### src/rtl/control_pkg.sv
// Shared state encoding, opcode values, select encodings and the control bundle
// for the multicycle processor controller.
package control_pkg;

    localparam int unsigned STATE_W = 4;
    localparam int unsigned OPC_W   = 4;

    typedef enum logic [STATE_W-1:0] {
        ST_FETCH   = 4'd0,
        ST_DECODE  = 4'd1,
        ST_EXEC    = 4'd2,
        ST_WB      = 4'd3,
        ST_MEM_RD  = 4'd4,
        ST_MEM_WR  = 4'd5,
        ST_BRANCH  = 4'd6,
        ST_BR_TAKE = 4'd7,
        ST_JAL     = 4'd8,
        ST_JR      = 4'd9,
        ST_PUSH_SP = 4'd10,
        ST_PUSH_WR = 4'd11,
        ST_POP_RD  = 4'd12,
        ST_POP_SP  = 4'd13,
        ST_TRAP    = 4'd14,
        ST_HALT    = 4'd15
    } state_t;

    typedef enum logic [OPC_W-1:0] {
        OP_ADD  = 4'h0,
        OP_SUB  = 4'h1,
        OP_AND  = 4'h2,
        OP_OR   = 4'h3,
        OP_ADDI = 4'h4,
        OP_LW   = 4'h5,
        OP_SW   = 4'h6,
        OP_BR   = 4'h7,
        OP_JAL  = 4'h8,
        OP_JR   = 4'h9,
        OP_PUSH = 4'hA,
        OP_POP  = 4'hB,
        OP_HALT = 4'hF
    } opcode_e;

    typedef enum logic [1:0] {MEMSRC_PC = 2'd0, MEMSRC_SP_IMM = 2'd1, MEMSRC_SP = 2'd2} mem_src_e;
    typedef enum logic [2:0] {MEMDST_MARY = 3'd0, MEMDST_SHELLEY = 3'd1, MEMDST_RA = 3'd2,
                              MEMDST_COMP = 3'd3} mem_dst_e;
    typedef enum logic [2:0] {PCSRC_PLUS2 = 3'd0, PCSRC_IMM = 3'd1, PCSRC_RA = 3'd2,
                              PCSRC_BRANCH = 3'd3, PCSRC_TRAP = 3'd4} pc_src_e;
    typedef enum logic [2:0] {SPSRC_DEC = 3'd0, SPSRC_INC = 3'd1} sp_src_e;
    typedef enum logic [3:0] {ALU_ADD = 4'd0, ALU_SUB = 4'd1, ALU_AND = 4'd2, ALU_OR = 4'd3} alu_op_e;
    typedef enum logic [1:0] {REGSRC_ALU = 2'd0, REGSRC_MEM = 2'd1, REGSRC_IMM = 2'd2} reg_src_e;
    typedef enum logic [1:0] {SRCB_SHELLEY = 2'd0, SRCB_IMM = 2'd1} src_b_e;

    typedef struct packed {
        logic       mem_write;
        logic [1:0] mem_src;
        logic [2:0] mem_dst;
        logic [2:0] pc_src;
        logic [2:0] sp_src;
        logic       pc_write;
        logic       sp_write;
        logic       inst_write;
        logic       mary_write;
        logic       shelley_write;
        logic       comp_write;
        logic       ra_write;
        logic [1:0] mary_src;
        logic [1:0] shelley_src;
        logic       ra_src;
        logic       src_a;
        logic [1:0] src_b;
        logic [3:0] alu_op;
        logic       halted;
    } ctrl_t;

endpackage

### src/rtl/control_output_decode.sv
// Moore output map: (state, latched opcode) -> datapath control bundle.
module control_output_decode
    import control_pkg::*;
(
    input  logic [STATE_W-1:0] state,
    input  logic [OPC_W-1:0]   opcode,
    output ctrl_t              ctrl
);

    logic [3:0] alu_sel;
    logic [1:0] srcb_sel;

    always_comb begin
        ctrl     = '0;
        alu_sel  = ALU_ADD;
        srcb_sel = SRCB_SHELLEY;

        // ALU function for EXEC/WB; ADDI adds the zero-extended immediate
        case (opcode)
            OP_SUB:  alu_sel = ALU_SUB;
            OP_AND:  alu_sel = ALU_AND;
            OP_OR:   alu_sel = ALU_OR;
            OP_ADDI: srcb_sel = SRCB_IMM;
            default: alu_sel = ALU_ADD;
        endcase

        case (state)
            ST_FETCH: begin
                ctrl.mem_src    = MEMSRC_PC;
                ctrl.inst_write = 1'b1;
                ctrl.pc_write   = 1'b1;
                ctrl.pc_src     = PCSRC_PLUS2;
            end
            ST_EXEC: begin
                ctrl.alu_op = alu_sel;
                ctrl.src_b  = srcb_sel;
            end
            ST_WB: begin
                ctrl.mary_write = 1'b1;
                ctrl.mary_src   = REGSRC_ALU;
                ctrl.alu_op     = alu_sel;
                ctrl.src_b      = srcb_sel;
            end
            ST_MEM_RD: begin
                ctrl.mem_src    = MEMSRC_SP_IMM;
                ctrl.mary_write = 1'b1;
                ctrl.mary_src   = REGSRC_MEM;
            end
            ST_MEM_WR: begin
                ctrl.mem_src   = MEMSRC_SP_IMM;
                ctrl.mem_dst   = MEMDST_MARY;
                ctrl.mem_write = 1'b1;
            end
            ST_BRANCH: begin
                ctrl.comp_write = 1'b1;
                ctrl.alu_op     = ALU_SUB;
                ctrl.src_b      = SRCB_SHELLEY;
            end
            ST_BR_TAKE: begin
                ctrl.pc_src   = PCSRC_BRANCH;
                ctrl.pc_write = 1'b1;
            end
            ST_JAL: begin
                ctrl.ra_write = 1'b1;
                ctrl.pc_src   = PCSRC_IMM;
                ctrl.pc_write = 1'b1;
            end
            ST_JR: begin
                ctrl.pc_src   = PCSRC_RA;
                ctrl.pc_write = 1'b1;
            end
            ST_PUSH_SP: begin
                ctrl.sp_src   = SPSRC_DEC;
                ctrl.sp_write = 1'b1;
            end
            ST_PUSH_WR: begin
                ctrl.mem_src   = MEMSRC_SP;
                ctrl.mem_dst   = MEMDST_MARY;
                ctrl.mem_write = 1'b1;
            end
            ST_POP_RD: begin
                ctrl.mem_src    = MEMSRC_SP;
                ctrl.mary_write = 1'b1;
                ctrl.mary_src   = REGSRC_MEM;
            end
            ST_POP_SP: begin
                ctrl.sp_src   = SPSRC_INC;
                ctrl.sp_write = 1'b1;
            end
            ST_TRAP: begin
                ctrl.pc_src   = PCSRC_TRAP;
                ctrl.pc_write = 1'b1;
            end
            ST_HALT: ctrl.halted = 1'b1;
            default: ctrl = '0;
        endcase
    end

endmodule

### src/rtl/multicycle_control_unit.sv
// Multicycle controller: state register, opcode latch and sticky trap flag
// around the combinational output decoder.
module multicycle_control_unit
    import control_pkg::*;
(
    input  logic        clock,
    input  logic        reset,
    input  logic [15:0] instruction,
    input  logic        overflow,
    output logic        MemWrite,
    output logic [1:0]  MemSrc,
    output logic [2:0]  MemDst,
    output logic [2:0]  PCSrc,
    output logic [2:0]  SPSrc,
    output logic        PCWrite,
    output logic        SPWrite,
    output logic        InstWrite,
    output logic        mary_write,
    output logic        shelley_write,
    output logic        comp_write,
    output logic        ra_write,
    output logic [1:0]  mary_src,
    output logic [1:0]  shelley_src,
    output logic        ra_src,
    output logic        SrcA,
    output logic [1:0]  SrcB,
    output logic [3:0]  AluOp,
    output logic        halted,
    output logic        trap_flag,
    output logic [3:0]  state_out
);

    state_t           state, next_state;
    logic [OPC_W-1:0] opcode_q;
    logic             trap_flag_q;
    ctrl_t            ctrl_raw, ctrl;
    logic             unused_instr_bits;

    assign unused_instr_bits = ^instruction[11:0];

    always_ff @(posedge clock or posedge reset) begin
        if (reset) state <= ST_FETCH;
        else       state <= next_state;
    end

    // Opcode is captured in DECODE; the trap flag sets on leaving TRAP and sticks until reset
    always_ff @(posedge clock or posedge reset) begin
        if (reset) begin
            opcode_q    <= '0;
            trap_flag_q <= 1'b0;
        end else begin
            if (state == ST_DECODE) opcode_q <= instruction[15:12];
            if (state == ST_TRAP)   trap_flag_q <= 1'b1;
        end
    end

    always_comb begin
        next_state = state;
        case (state)
            ST_FETCH:  next_state = ST_DECODE;
            ST_DECODE: begin
                case (instruction[15:12])
                    OP_ADD, OP_SUB, OP_AND, OP_OR, OP_ADDI: next_state = ST_EXEC;
                    OP_LW:   next_state = ST_MEM_RD;
                    OP_SW:   next_state = ST_MEM_WR;
                    OP_BR:   next_state = ST_BRANCH;
                    OP_JAL:  next_state = ST_JAL;
                    OP_JR:   next_state = ST_JR;
                    OP_PUSH: next_state = ST_PUSH_SP;
                    OP_POP:  next_state = ST_POP_RD;
                    OP_HALT: next_state = ST_HALT;
                    default: next_state = ST_TRAP;
                endcase
            end
            ST_EXEC: begin
                if (overflow && (opcode_q == OP_ADD || opcode_q == OP_SUB || opcode_q == OP_ADDI))
                    next_state = ST_TRAP;
                else
                    next_state = ST_WB;
            end
            ST_BRANCH:  next_state = ST_BR_TAKE;
            ST_PUSH_SP: next_state = ST_PUSH_WR;
            ST_POP_RD:  next_state = ST_POP_SP;
            ST_HALT:    next_state = ST_HALT;
            default:    next_state = ST_FETCH;
        endcase
    end

    control_output_decode u_decode (
        .state  (state),
        .opcode (opcode_q),
        .ctrl   (ctrl_raw)
    );

    // Reset holds state at FETCH, so its enables must be masked while reset is high
    assign ctrl = reset ? '0 : ctrl_raw;

    assign MemWrite      = ctrl.mem_write;
    assign MemSrc        = ctrl.mem_src;
    assign MemDst        = ctrl.mem_dst;
    assign PCSrc         = ctrl.pc_src;
    assign SPSrc         = ctrl.sp_src;
    assign PCWrite       = ctrl.pc_write;
    assign SPWrite       = ctrl.sp_write;
    assign InstWrite     = ctrl.inst_write;
    assign mary_write    = ctrl.mary_write;
    assign shelley_write = ctrl.shelley_write;
    assign comp_write    = ctrl.comp_write;
    assign ra_write      = ctrl.ra_write;
    assign mary_src      = ctrl.mary_src;
    assign shelley_src   = ctrl.shelley_src;
    assign ra_src        = ctrl.ra_src;
    assign SrcA          = ctrl.src_a;
    assign SrcB          = ctrl.src_b;
    assign AluOp         = ctrl.alu_op;
    assign halted        = ctrl.halted;
    assign trap_flag     = trap_flag_q;
    assign state_out     = state;

endmodule

### config.mk
export PLATFORM = sky130hd
export DESIGN_NAME = multicycle_control_unit
export DESIGN_NICKNAME = d
export VERILOG_FILES = /design/src/rtl/control_pkg.sv /design/src/rtl/control_output_decode.sv /design/src/rtl/multicycle_control_unit.sv
export SDC_FILE = /design/constraint.sdc
export NUM_CORES = 1
export LEC_CHECK = 0
export ABC_AREA = 1
export BUFFER_PORTS_ARGS = -buffer_cell sky130_fd_sc_hd__buf_2
export CAP_MARGIN = 20
export CORE_UTILIZATION = 50
export DETAILED_ROUTE_END_ITERATION = 12
export GPL_TIMING_DRIVEN = 1
export HOLD_SLACK_MARGIN = 0.08
export PLACE_DENSITY = 0.95
export SLEW_MARGIN = 20
export SYNTH_ARGS = -nofsm -noshare
export SYNTH_HDL_FRONTEND = slang
export SYNTH_HIERARCHICAL = 1
export SYNTH_SLANG_ARGS = --single-unit
### constraint.sdc
create_clock -name clock -period 3.3 [get_ports clock]
set_clock_uncertainty 0.15 [all_clocks]
set_input_delay 0.165 -clock clock [delete_from_list [all_inputs] [get_ports clock]]
set_output_delay 0.165 -clock clock [all_outputs]
set_load 0.02 [all_outputs]
==> results of run 1 <==
## how the worst max path moves through the flow
stage | start | end | slack, ns | cells after the start
after floorplan | state_out[2] | AluOp[0] | 1.68 | 6
after CTS | state_out[2] | AluOp[0] | 1.41 | 7
after global routing | state_out[2] | AluOp[0] | 1.21 | 7
after global placement | state_out[2] | AluOp[0] | 1.72 | 7
after detailed placement | state_out[2] | AluOp[0] | 1.70 | 7
final | state_out[2] | PCWrite | 1.41 | 7
## synthesized netlist by cell type (all sizes together)
cell    instances
nor2           64
inv            55
nand2          40
buf            17
dfrtp           9
o21ai           9
nand3           8
ha              4
nor3            3
clkbuf          1
conb            1
nand2b          1
nand3b          1
o211ai          1
o21bai          1
o22ai           1
## worst max-delay path: stages (launching register included)
cell and delay, ns:
dfrtp_1 0.55, nand2_1 0.22, nor2_2 0.17, nor2_1 0.06, nand2_1 0.06, inv_1 0.03, nor2_1 0.07, buf_2 0.17
## where the power goes
part | internal [uW] | switching [uW] | leakage (uW)
Sequential | 110 | 0 | 0.0000839
Combinational | 11.3 | 34.0 | 0.000656
Clock | 46.5 | 37.1 | 0.0000150
Total | 168 | 71.0 | 0.000755
## stage by stage
step                cell area, sq um  total power, uW  setup slack, ns  hold slack [ns]
finish                          1290              239             1.41           0.0866
floorplan                       1190              160             1.68            0.143
global placement                1250              155             1.72            0.234
CTS                             1290              239             1.41           0.0866
detailed placement              1250              156             1.70            0.253
global route                    1290              251             1.21            0.110
## sequential cells by signal, indices dropped and copies added, names as in the netlist
register,count
opcode_q,4
state_out,4
trap_flag,1
## kinds of logic after synthesis
| kind of cell | after synthesis | share of synthesized area, % |
|---|---|---|
| adder cells (fa/ha/maj) | 4 | 4.37 |
| flip-flops | 9 | 19.7 |
| AO/OA/AOI/OAI | 12 | 5.79 |
| buffers and inverters | 73 | 28.9 |
| other | 1 | 0.328 |
| AND/OR/NAND/NOR | 117 | 41.0 |
## cell type report
cell class / instances / area, sq um
sequential: 9 / 225
fill: 194 / 767
timing repair buffer: 31 / 165
inverter: 55 / 206
tap: 27 / 33.8
multi-input combinational: 147 / 638
clock buffer: 4 / 26.3
## layer usage
| layer | up-vias | wire length [um] | GRT usage, % |
|---|---|---|---|
| li1 | 651 | - | - |
| met1 | 501 | 981 | 18.4 |
| met2 | 41 | 1050 | 34.0 |
| met3 | 6 | 123 | 2.78 |
| met4 | 0 | 23 | 10.0 |
| met5 | - | 0 | 0 |
## what timing repair did
action / 4_1_cts / 5_1_grt
endpoints found under the hold margin: 11 / 0
endpoints found under the setup margin: 0 / 0
hold buffers: 2 / 0
==> reports/metrics.csv, run 1 <==
metric,value,unit
most frequent cells in the layout,"nor2_1, inv_1, nand2_1",
Placed Instances,267,
routed via count,1199,
PwrDens,185,mW/mm^2
DR pass1 iterations,4,
Congestion Overflow GR,0,
Root Driver,clkbuf_4,
"Max FO, Critical Path",11,
# DRC,0,
Yosys cell types,20,
Worst Hold Class,primary input to flop,
Clock transition at path regs,0.06,ns
Max VDD drop,114,uV
die width,49.9,um
clk buf depth,2,
"leading cell type in the layout, fill and taps excluded",nor2_1,
HPWL after DPL,1.71,mm
final wirelength,2.18,mm
DR iter-0 viols,26,
"Setup violations, final",0,
routed len/inst,7.99,um
Yosys warning total,6,
syn avg cell area,5.30,sq um
Starting Density,55.5,%
kind of critical path,flop to output port,
Critical Path End Type,output port,
Layout area overhead,13.1,%
total CTS buffers,3,
postcts setup bufs,0,
Detail Route Antenna Nets,0,
hold depth,3,
height of the chip,49.9,um
Core Area,0.00206,sq mm
aggregate global-route resource usage,18.0,%
Final Cycle Share,57.3,%
Synth Cell Area,0.00114,sq mm
CTS tree,done,
WHS Endpoint,opcode_q[0],
top cell type's share of synthesized area,20.0,%
Startpoint Class,flop,
layout cells sized above 1,15.0,%
largest net degree at the start of global routing,34,
first-pass GRT wire length,3.49,mm
final non-filler cell total,273,
Worst R2R Start,state_out[2],
gpl congestion,0.841,
Sink Count,9,
r2r setup slk,1.91,ns
RSZ-0062 raised after global routing,no,
Final Hold Viols,0,
Die Area,0.00249,sq mm
vias in the first global route,962,
R2R depth,7,
Ports,56,
"area leader, netlist",nor2_1,
Synth Instances,216,
initial antenna violation count,0,
r2r endpoint,state_out[0],
largest cells by area after synthesis,"nor2_1, dfrtp_1, inv_1",
status,completed,
row count,16,
Max Freq,0.529,GHz
CP required,2.98,ns
Skew-Pair Late Insertion Delay,0.26,ns
max-cap violation count,0,
Hold Crit Start,instruction[12],
Tmin final,1.89,ns
CP arrival,1.58,ns
ant diodes,0,
IO buf count,29,
CTS resizes,0,
Setup TNS,0,ns
Leak,0.000755,uW
Final Max Slew Viols,0,
register area share after synthesis,19.7,%
vias per cell,4.39,
Synth Register Bits,9,
H-tree level count,1,
nets,270,
Util after Layout,62.8,%
No activity file was read; power rests on OpenSTA's default activity.
==> run 2, diff against run 1 <==
Settings changed: CORE_UTILIZATION 50 to 42, PLACE_DENSITY 0.95 to 0.86.
Clock period 3.3 ns to 1.6 ns, I/O delays scaled along.
==> reports/metrics.csv, run 2 (same netlist as run 1, synthesis figures left out) <==
metric,value,unit,change
CP peak stage delay,0.49,ns,-0.06 ns
clk buf depth,2,,unchanged
R2R depth,8,,+1
# DRC,0,,unchanged
r2r endpoint,state_out[0],,
routed via count,1247,,+4.0%
Skew-Pair Late Insertion Delay,0.27,ns,about the same
Tmin final,1.64,ns,
Sink Count,9,,unchanged
DR iter-0 viols,19,,-27%
Leak,0.000821,uW,+8.8%
Core Area,0.00252,sq mm,+22%
Final Cycle Share,102,%,
H-tree level count,1,,unchanged
Die Area,0.00294,sq mm,+18%
Detail Route Antenna Nets,0,,unchanged
Starting Density,45.4,%,-10 points
Worst Hold Class,primary input to flop,,
Util after Layout,61.3,%,-1.5 points
first-pass GRT wire length,3.64,mm,+4.4%
nets,283,,+4.8%
Root Driver,clkbuf_4,,
M2 GR Usage,31.1,%,-2.9 points
"leading cell type in the layout, fill and taps excluded",nor2_1,,
Clock transition at path regs,0.07,ns,about the same
GR Layer Usage met1,19.9,%,+1.5 points
total CTS buffers,3,,unchanged
failing checks,negative setup slack,,
Final Hold Viols,0,,unchanged
Startpoint Class,flop,,
Final Max Slew Viols,0,,unchanged
r2r setup slk,0.05,ns,-1.86 ns
met3 Use GR,1.67,%,-1.1 points
largest net degree at the start of global routing,34,,unchanged
height of the chip,54.2,um,+8.7%
Max VDD drop,362,uV,+220%
Worst path most repeated cell,nor2_1,,
final wirelength,2.57,mm,+18%
aggregate global-route resource usage,16.7,%,-1.3 points
kind of critical path,flop to output port,,
Worst R2R Start,state_out[2],,
Final Worst Setup Slack,-0.0375,ns,-1.45 ns
CP required,1.37,ns,-1.61 ns
row count,18,,+2
status,finished with violations,,
"Max FO, Critical Path",7,,-4
Setup TNS,-0.152,ns,-0.152 ns
max-cap violation count,0,,unchanged
Layout area overhead,35.1,%,
most frequent cells in the layout,"nor2_1, inv_1, nand2_1",,
CP endpoint,PCWrite,,
PwrDens,328,mW/mm^2,+77%
Max Freq,0.611,GHz,
die width,54.2,um,+8.7%
"Setup violations, final",6,,+6
global route hottest layer,met2,,
final instance area,0.00155,sq mm,+19%
ant diodes,0,,unchanged
IO buf count,29,,unchanged
Ports,56,,unchanged
Crit-path slowest cell,dfrtp_2,,
crit path launch,state_out[2],,
Congestion Overflow GR,0,,unchanged
vias in the first global route,926,,-3.7%
initial antenna violation count,0,,unchanged
worst path cell trace,inv_2 > nand2_2 > nor2_1 > nor2_1 > nand2_1 > inv_1 > nor2_1 > buf_4,,
DR pass1 iterations,4,,unchanged
layout cells sized above 1,30.5,%,+15 points
HPWL after DPL,1.68,mm,-2.1%
vias per cell,4.31,,-1.8%
placed instance area,0.00128,sq mm,+2.7%
Critical Path End Type,output port,,
RSZ-0062 raised after global routing,yes,,
gpl congestion,0.804,,-4.4%
CP arrival,1.41,ns,-0.17 ns
CTS tree,done,,
routed len/inst,8.90,um,+11%
==> run 2: changes by cell type in the layout (fill, tap and decap cells not counted), moves of 4 or more <==
cell,before,now
buf_2,29,14
nand2_1,39,27
o21ai_0,9,5
buf_4,0,23
nand2_2,1,9
inv_2,1,5
nand2_4,0,4
nor2_2,3,10
inv_1,54,49
nor2_1,61,51
==> run 2: worst max-delay path, delay by kind of cell (launching register included) <==
| kind | cells | cell delay, ns |
|---|---|---|
| flip-flops | 1 | 0.49 |
| AND/OR/NAND/NOR | 5 | 0.37 |
| buffers and inverters | 3 | 0.27 |
==> run 2: area by class of cell <==
class	instances	area [sq um]
clock inverters	1	5.00
inverters	55	209
clock buffers	3	22.5
flip-flops and latches	9	229
repair buffers	44	312
multi-input cells	147	732
fillers	250	976
well taps	30	37.5
==> run 2: timing repair <==
action / CTS / global route
hold endpoints to repair: 15 / 0
pin swaps: 1 / 5
buffers inserted: 6 / 1
gates resized for setup: 17 / 42
setup endpoints to repair: 11 / 25
hold buffers: 5 / 0
cloned: 0 / 0
==> run 2: through the flow <==
stage	total power, uW	setup slack [ns]	std cells	hold WS, ns
floorplan	331	0.0639	229	0.0581
global placement	320	0.192	274	0.156
detailed placement	321	0.197	274	0.176
CTS	503	0.000248	289	0.113
global route	534	-0.155	289	0.129
finish	507	-0.0375	289	0.110
==> run 2: routing by layer <==
| metal | vias to the layer above | wire [um] |
|---|---|---|
| met5 | - | 0 |
| met3 | 4 | 138 |
| met4 | 0 | 17 |
| li1 | 680 | - |
| met1 | 526 | 1060 |
| met2 | 37 | 1350 |
==> run 2: power by group <==
group          total, uW  switching (uW)  internal [uW]
clock network        179            86.2           92.4
registers            227               0            227
logic                101            72.0           28.9
==> run 2: worst min-delay path by stage <==
| stage | slack, ns | endpoint | cells after the start | startpoint |
|---|---|---|---|---|
| 2_1_floorplan | 0.06 | opcode_q[3] | 2 | instruction[15] |
| 3_3_place_gp | 0.16 | opcode_q[2] | 2 | reset |
| 3_5_place_dp | 0.18 | opcode_q[2] | 2 | reset |
| 4_1_cts | 0.11 | state_out[0] | 6 | overflow |
| 5_1_grt | 0.13 | state_out[0] | 6 | overflow |
| 6_report | 0.11 | state_out[0] | 6 | overflow |
==> run 3, diff against run 2 <==
Settings changed: RECOVER_POWER set to 100.
==> reports/metrics.csv, run 3 (same netlist as run 1, synthesis figures left out) <==
metric,value,unit,change
height of the chip,54.2,um,unchanged
Util after Layout,61.3,%,about the same
Ports,56,,unchanged
"Setup violations, final",6,,unchanged
Final Max Slew Viols,0,,unchanged
Max Freq,0.611,GHz,about the same
vias in the first global route,926,,unchanged
post-place setup slack,0.197,ns,unchanged
Die Area,0.00294,sq mm,unchanged
# DRC,0,,unchanged
aggregate global-route resource usage,16.7,%,unchanged
nets,283,,unchanged
Tmin final,1.64,ns,+0.0000261 ns
Leak,0.000817,uW,-0.54%
initial antenna violation count,0,,unchanged
Hold Crit Start,overflow,,
gpl congestion,0.804,,unchanged
Layout fillers,249,,-0.40%
CTS tree,done,,
H-tree level count,1,,unchanged
failing checks,negative setup slack,,
RSZ-0062 raised after global routing,yes,,
DR iter-0 viols,19,,unchanged
Core Area,0.00252,sq mm,unchanged
kind of critical path,flop to output port,,
total CTS buffers,3,,unchanged
Clock transition at path regs,0.07,ns,about the same
Worst Hold Class,primary input to flop,,
Final Hold Viols,0,,unchanged
Critical Path End Type,output port,,
max-cap violation count,0,,unchanged
area of the multi-input gates,732,sq um,unchanged
Worst R2R Start,state_out[2],,
HPWL after DPL,1.68,mm,unchanged
Sink Count,9,,unchanged
first-pass GRT wire length,3.64,mm,unchanged
r2r setup slk,0.03,ns,-0.02 ns
Starting Density,45.4,%,unchanged
layout cells sized above 1,30.1,%,-0.39 points
row count,18,,unchanged
clk buf depth,2,,unchanged
FF/Latch Area,229,sq um,unchanged
Final Cycle Share,102,%,about the same
Congestion Overflow GR,0,,unchanged
most frequent cells in the layout,"nor2_1, inv_1, nand2_1",,
ant diodes,0,,unchanged
vias per cell,4.33,,+0.32%
Setup TNS,-0.152,ns,-0.000156 ns
Detail Route Antenna Nets,0,,unchanged
crit path launch,state_out[2],,
DR pass1 iterations,4,,unchanged
Startpoint Class,flop,,
routed via count,1251,,+0.32%
CP required,1.37,ns,about the same
Root Driver,clkbuf_4,,
die width,54.2,um,unchanged
largest net degree at the start of global routing,34,,unchanged
status,finished with violations,,
"Max FO, Critical Path",7,,unchanged
CP arrival,1.41,ns,about the same
IO buf count,29,,unchanged
Max VDD drop,362,uV,about the same
final wirelength,2.57,mm,unchanged
Final Worst Setup Slack,-0.0375,ns,-0.0000261 ns
Skew-Pair Late Insertion Delay,0.27,ns,about the same
"leading cell type in the layout, fill and taps excluded",nor2_1,,
Layout area overhead,35.0,%,about the same
routed len/inst,8.90,um,unchanged
PwrDens,328,mW/mm^2,about the same
-- run 3: metrics by stage --
step / cells / total power [uW] / cell area [sq um] / hold WS [ns]
2_1_floorplan: 229 / 331 / 1190 / 0.0581
3_3_place_gp: 274 / 320 / 1280 / 0.156
3_5_place_dp: 274 / 321 / 1280 / 0.176
4_1_cts: 289 / 503 / 1430 / 0.113
5_1_grt: 289 / 534 / 1550 / 0.129
6_report: 289 / 507 / 1550 / 0.110
-- run 3: where the power goes --
group / switching [uW] / internal (uW) / total (uW)
Combinational: 72.0 / 28.8 / 101
Clock: 86.3 / 92.4 / 179
Sequential: 0 / 227 / 227
-- run 3: worst paths after layout --
| check | endpoint | depth (start not counted) |
|---|---|---|
| min in group asynchronous | opcode_q[3] | 3 |
| hold / removal | state_out[0] | 6 |
| setup reg to reg | state_out[0] | 8 |
| max in group asynchronous | state_out[1] | 3 |
| hold reg to reg | trap_flag | 1 |
| setup / recovery | PCWrite | 8 |
-- run 3: final cells by class --
type	count	area share, %
multi-input combinational	147	47.4
timing repair buffer	44	20.1
sequential	9	14.8
inverter	55	13.5
tap	30	2.43
clock buffer	3	1.46
clock inverter	1	0.324
-- run 3: routing by layer --
layer  part of all wire (%)  wire length (um)  global-route usage (%)  up-vias
met4                   0.66                17                    5.13        0
met5                      0                 0                       0        -
met1                     41              1060                    19.9      527
met2                     53              1350                    31.1       41
li1                       -                 -                       -      679
met3                    5.6               144                    1.67        4
-- run 3: what timing repair did --
action                                  4_1_cts  5_1_grt
hold buffers                                  5        0
endpoints found under the setup margin       11       25
resized for setup                            17       42
hold endpoints to repair                     15        0
buffers inserted                              6        1
pin swaps                                     1        5
-- run 3: worst max-delay path: stages (launching register included) --
cell	delay, ns
dfrtp_2	0.49
inv_2	0.10
nand2_2	0.07
nor2_1	0.12
nor2_1	0.06
nand2_1	0.05
inv_1	0.03
nor2_1	0.07
buf_4	0.14
